File: src/rtl/dram_client_arbiter.sv
// Two-client arbiter onto a tagged DRAM request/response channel. Allocates
// transaction IDs, remembers which client owns each ID and routes responses home.
module dram_client_arbiter #(
  parameter int NUM_IDS = 8,
  parameter bit RR      = 1'b1
) (
  input  logic         clock,
  input  logic         reset,
  input  logic         c0_req_valid,
  output logic         c0_req_ready,
  input  logic [31:0]  c0_req_bits_addr,
  input  logic [127:0] c0_req_bits_data,
  input  logic         c0_req_bits_isWr,
  input  logic [15:0]  c0_req_bits_mask,
  output logic         c0_resp_valid,
  input  logic         c0_resp_ready,
  output logic [127:0] c0_resp_bits_data,
  input  logic         c1_req_valid,
  output logic         c1_req_ready,
  input  logic [31:0]  c1_req_bits_addr,
  input  logic [127:0] c1_req_bits_data,
  input  logic         c1_req_bits_isWr,
  input  logic [15:0]  c1_req_bits_mask,
  output logic         c1_resp_valid,
  input  logic         c1_resp_ready,
  output logic [127:0] c1_resp_bits_data,
  output logic         mem_req_valid,
  input  logic         mem_req_ready,
  output logic [3:0]   mem_req_bits_id,
  output logic [31:0]  mem_req_bits_addr,
  output logic [127:0] mem_req_bits_data,
  output logic         mem_req_bits_isWr,
  output logic [15:0]  mem_req_bits_mask,
  input  logic         mem_resp_valid,
  output logic         mem_resp_ready,
  input  logic [3:0]   mem_resp_bits_id,
  input  logic [127:0] mem_resp_bits_data,
  output logic [4:0]   outstanding,
  output logic         err_unexpected_id
);

  // All channels: a transfer happens on a rising edge where valid && ready;
  // a producer holding valid keeps its payload stable until that edge.

  localparam logic [15:0] ID_MASK = (NUM_IDS >= 16) ? 16'hFFFF
                                  : 16'((32'd1 << NUM_IDS) - 32'd1);

  logic         slot_valid_q, slot_valid_d;
  logic [3:0]   slot_id_q,    slot_id_d;
  logic [31:0]  slot_addr_q,  slot_addr_d;
  logic [127:0] slot_data_q,  slot_data_d;
  logic         slot_wr_q,    slot_wr_d;
  logic [15:0]  slot_mask_q,  slot_mask_d;
  logic [15:0]  busy_q,       busy_d;
  logic [15:0]  owner_q,      owner_d;
  logic         pref_q,       pref_d;
  logic [4:0]   count_q,      count_d;
  logic         err_q,        err_d;

  logic [15:0]  free_vec;
  logic         free_any;
  logic [3:0]   alloc_id;
  logic         slot_open;
  logic         grant_ok;
  logic         win;
  logic         accept;
  logic [31:0]  sel_addr;
  logic         resp_known;
  logic         resp_owner;
  logic         resp_free;

  // Grant: lowest free ID, slot open, winner picked from valids and RR pointer.
  always_comb begin
    free_vec = ~busy_q & ID_MASK;
    free_any = |free_vec;
    alloc_id = 4'd0;
    for (int i = 15; i >= 0; i--) begin
      if (free_vec[i]) alloc_id = 4'(i);
    end
    slot_open = !slot_valid_q || mem_req_ready;
    grant_ok  = reset && slot_open && free_any;
    if (c0_req_valid && c1_req_valid) win = RR ? pref_q : 1'b1;
    else                              win = c1_req_valid;
    c0_req_ready = grant_ok && !win;
    c1_req_ready = grant_ok && win;
    accept       = grant_ok && (win ? c1_req_valid : c0_req_valid);
    sel_addr     = win ? c1_req_bits_addr : c0_req_bits_addr;
  end

  // Response routing is purely combinational on the owner table.
  always_comb begin
    resp_known        = busy_q[mem_resp_bits_id];
    resp_owner        = owner_q[mem_resp_bits_id];
    mem_resp_ready    = resp_known ? (resp_owner ? c1_resp_ready : c0_resp_ready) : 1'b1;
    c0_resp_valid     = mem_resp_valid && resp_known && !resp_owner;
    c1_resp_valid     = mem_resp_valid && resp_known && resp_owner;
    c0_resp_bits_data = mem_resp_bits_data;
    c1_resp_bits_data = mem_resp_bits_data;
    resp_free         = mem_resp_valid && mem_resp_ready && resp_known;
  end

  always_comb begin
    slot_valid_d = slot_valid_q;
    slot_id_d    = slot_id_q;
    slot_addr_d  = slot_addr_q;
    slot_data_d  = slot_data_q;
    slot_wr_d    = slot_wr_q;
    slot_mask_d  = slot_mask_q;
    if (accept) begin
      slot_valid_d = 1'b1;
      slot_id_d    = alloc_id;
      slot_addr_d  = sel_addr & 32'hFFFF_FFF0;
      slot_data_d  = win ? c1_req_bits_data : c0_req_bits_data;
      slot_wr_d    = win ? c1_req_bits_isWr : c0_req_bits_isWr;
      slot_mask_d  = win ? c1_req_bits_mask : c0_req_bits_mask;
    end else if (mem_req_ready) begin
      slot_valid_d = 1'b0;
    end
  end

  // A freed ID and a newly allocated ID are always different bits of busy_q.
  always_comb begin
    busy_d  = busy_q;
    owner_d = owner_q;
    if (resp_free) busy_d[mem_resp_bits_id] = 1'b0;
    if (accept) begin
      busy_d[alloc_id]  = 1'b1;
      owner_d[alloc_id] = win;
    end
    pref_d = (accept && RR) ? !win : pref_q;
    case ({accept, resp_free})
      2'b10:   count_d = count_q + 5'd1;
      2'b01:   count_d = count_q - 5'd1;
      default: count_d = count_q;
    endcase
    err_d = err_q || (mem_resp_valid && !resp_known);
  end

  always_ff @(posedge clock or negedge reset) begin
    if (!reset) begin
      slot_valid_q <= 1'b0;
      slot_id_q    <= 4'd0;
      slot_addr_q  <= 32'd0;
      slot_data_q  <= 128'd0;
      slot_wr_q    <= 1'b0;
      slot_mask_q  <= 16'd0;
      busy_q       <= 16'd0;
      owner_q      <= 16'd0;
      pref_q       <= 1'b0;
      count_q      <= 5'd0;
      err_q        <= 1'b0;
    end else begin
      slot_valid_q <= slot_valid_d;
      slot_id_q    <= slot_id_d;
      slot_addr_q  <= slot_addr_d;
      slot_data_q  <= slot_data_d;
      slot_wr_q    <= slot_wr_d;
      slot_mask_q  <= slot_mask_d;
      busy_q       <= busy_d;
      owner_q      <= owner_d;
      pref_q       <= pref_d;
      count_q      <= count_d;
      err_q        <= err_d;
    end
  end

  assign mem_req_valid     = slot_valid_q;
  assign mem_req_bits_id   = slot_id_q;
  assign mem_req_bits_addr = slot_addr_q;
  assign mem_req_bits_data = slot_data_q;
  assign mem_req_bits_isWr = slot_wr_q;
  assign mem_req_bits_mask = slot_mask_q;
  assign outstanding       = count_q;
  assign err_unexpected_id = err_q;

endmodule

File: config.mk
export PLATFORM = sky130hd
export DESIGN_NAME = dram_client_arbiter
export DESIGN_NICKNAME = d
export VERILOG_FILES = /design/src/rtl/dram_client_arbiter.sv
export SDC_FILE = /design/constraint.sdc
export NUM_CORES = 1
export LEC_CHECK = 0
export ABC_AREA = 1
export CORE_AREA = 2 2 372 374
export DETAILED_ROUTE_END_ITERATION = 10
export DIE_AREA = 0 0 374 376
export PLACE_DENSITY = 0.41
export SLEW_MARGIN = 20
export SYNTH_ARGS = -nofsm -noshare
export SYNTH_HDL_FRONTEND = slang
export SYNTH_SLANG_ARGS = --single-unit
File: constraint.sdc
create_clock -name clock -period 8.24 [get_ports clock]
set_input_delay 1.648 -clock clock [delete_from_list [all_inputs] [get_ports clock]]
set_output_delay 1.648 -clock clock [all_outputs]
set_load 0.05 [all_outputs]
==> metrics <==
status finished clean; Slew @ Worst Pin between 1 and 1.5 ns; #FFs+latches synth roughly 210; cells after synthesis about 1300; RSZ-0062 raised after global routing no; clock latency on the worst-skew pair about 0.63 ns; Worst VDD drop between 0.15 and 0.2 mV; grt ovf 0; sequential fraction of the synthesis area between 40 and 50%; Clock power frac ~28%; clk slew on worst S/H paths 0.05 ns; Die Wd approximately 370 um; Mean Syn Cell Area just over 9 um^2; CP endpoint kind primary output; io pins between 900 and 1000; Sw Share about 42%; vias in the first global route just under 10000; logic gate share of total power roughly 41%; setup tns final 0 ns; Hold/Removal Path Class reg -> reg; cts bufs inserted 30; multi-input logic area 0.00447 mm^2; initial antenna violation count 4; Pint around 0.0026 W; Critical Path RT around 6.6 ns; maximum clock rate around 160 MHz; area grow syn2layout 52.5%; clock sink count between 200 and 250; CTS H-tree depth 1; largest net degree at the start of global routing approximately 120; Total GRT Usage slightly above 8%; Placer Congestion between 0.7 and 0.8; most common cell after layout, fill and taps aside clkdlybuf4s50_1; Post-Place Cells about 3300; FILL cells between 15000 and 20000; DRC Markers 0; Initial Util between 8 and 9%; FF+latch area around 0.0052 mm^2; Final Hold Viols 0; Final min period a little over 6 ns; Ys Warns 0; vias per inst roughly 2.8; postcts setup bufs 0; CP Max Fanout 16; Cell Rows 136; Arr. time, crit path ~4.5 ns; total wire length between 50000 and 60000 um; vias 9570; area of the core roughly 0.14 mm^2; Slew HR around a third; hold buffers post-CTS 0; Post-Layout Cell Count roughly 3400; Setup Skew roughly 0.025 ns; Routed Antenna Nets 0; PortBufs between 500 and 600; 1st-pass router iterations 5; Worst setup SP type input pin; leakage between 7 and 8 nW; fin crit share about three quarters; Die Y between 300 and 400 um; Final Cell Area approximately 0.019 mm^2; Psw 0.00192 W; CTS tree done; DP Wirelength 48500 um; commonest non-fill, non-tap cells in the layout clkdlybuf4s50_1 (544), nand2_1 (289), dfrtp_1 (208); # setup viols final 0; fin. max-slew vios 0; per-cell routed wire length approximately 18 um; # nets final 2079; pwr dens about 240 mW/mm^2; placed cell areas roughly 0.018 mm^2; Max clock buf depth 3; Post-CTS Resized 0; share of cells above drive strength 1 under 10%; total of max-cap violations 0; DRT iter0 DRCs 392; first-pass GRT wire length about 81000 um; Mapped Area ~0.012 mm^2; Clock Root Buffer clkbuf_16; Synth cell types 36; die area approximately 0.14 mm^2; sequential power share a little under a third; WS Path Type in -> out
layout make-up:
type	instances	share of cell area, %
multi-input cells	757	24.1
well taps	1794	12.1
clock buffers	41	4.44
diodes	3	0.0405
inverters	29	0.656
flip-flops and latches	208	28.1
clock inverters	10	0.601
repair buffers	555	29.9
path summary, 6_finish.rpt:
kind,slack (ns),endpoint,startpoint,depth (start not counted)
worst max-delay path,2.12,c1_resp_valid,mem_resp_bits_id[0],13
worst min-delay path,0.48,mem_req_bits_data[93]$_DFFE_PN0P_,mem_req_bits_data[93]$_DFFE_PN0P_,2
worst max register to register,4.82,mem_req_bits_addr[14]$_DFFE_PN0P_,busy_q[5]$_DFF_PN0_,9
worst min register to register,0.48,mem_req_bits_data[93]$_DFFE_PN0P_,mem_req_bits_data[93]$_DFFE_PN0P_,2
max in group asynchronous,5.41,mem_req_bits_data[112]$_DFFE_PN0P_,reset,3
min in group asynchronous,0.98,mem_req_bits_data[97]$_DFFE_PN0P_,reset,1
through the flow:
step           hold WS [ns]  power, W  setup WS [ns]  util (%)
6_report              0.480   0.00453           2.12      13.5
5_1_grt               0.503   0.00480           1.84      13.5
4_1_cts               0.486   0.00466           2.05      13.5
3_5_place_dp          0.470   0.00332           2.07      12.9
3_3_place_gp          0.464   0.00332           2.08      12.9
2_1_floorplan         0.442   0.00280           3.25         -
synth_stat cells, drive strengths merged:
master | number | area (um^2)
xnor2 | 2 | 17.5
nor2 | 32 | 135
dfrtp | 208 | 5200
a31o | 1 | 8.76
inv | 29 | 114
a21o | 1 | 7.51
a21boi | 5 | 37.5
nand3 | 34 | 240
conb | 1 | 3.75
o21ai | 181 | 906
nand3b | 1 | 7.51
ha | 4 | 50.1
clkbuf | 9 | 33.8
mux2i | 173 | 1730
nand2 | 304 | 1200
o21a | 1 | 7.51
nor3 | 2 | 15.0
a21oi | 5 | 25.0
buf | 316 | 2340
xor2 | 5 | 43.8
o21bai | 1 | 7.51
power by group through the flow:
stage               sequential, W  combinational, W  clock [W]
floorplan                 0.00201          0.000796          0
global placement          0.00141           0.00191          0
detailed placement        0.00141           0.00191          0
CTS                       0.00140           0.00192    0.00135
global route              0.00143           0.00200    0.00138
finish                    0.00139           0.00187    0.00127
cell families (layout without fill, tap and decap cells):
group                      Yosys count  in the layout  synth area share (%)
and+or+nand+nor                    373            373                  13.2
buffers and inverters              354            635                  20.5
DFF                                208            208                  42.9
AOI/OAI and AO/OA                  195            195                  8.24
muxes                              173            173                  14.3
xor gates and xnor gates             7              7                 0.505
adders and majority gates            4              4                 0.412
other                                1              8                0.0309
sequential cells by signal, indices dropped and copies added, names as in the netlist:
signal             flops
mem_req_bits_data    128
mem_req_bits_mask     16
pref_q                 1
owner_q                8
mem_req_bits_isWr      1
mem_req_bits_addr     28
busy_q                16
mem_req_valid          1
outstanding            5
mem_req_bits_id        3
err_unexpected_id      1
routing by layer:
metal / vias up / global-route usage [%] / wire, um
li1: 4597 / - / -
met1: 4302 / 9.78 / 24800
met2: 565 / 12.1 / 25200
met3: 104 / 4.40 / 7470
met4: 2 / 2.83 / 2010
met5: - / 0.377 / 70
worst max-delay path, cell delays in order:
cell,delay [ns]
clkdlybuf4s50_1,0.80
inv_6,0.29
nand2_1,0.07
nand2_1,0.06
nand2_1,0.05
nand2_1,0.07
nand2_1,0.04
nand2_1,0.09
nor2_1,0.06
nor2_2,0.29
nand2_1,0.09
inv_1,0.07
clkdlybuf4s50_1,0.81
(Power assumes the default switching activity.)
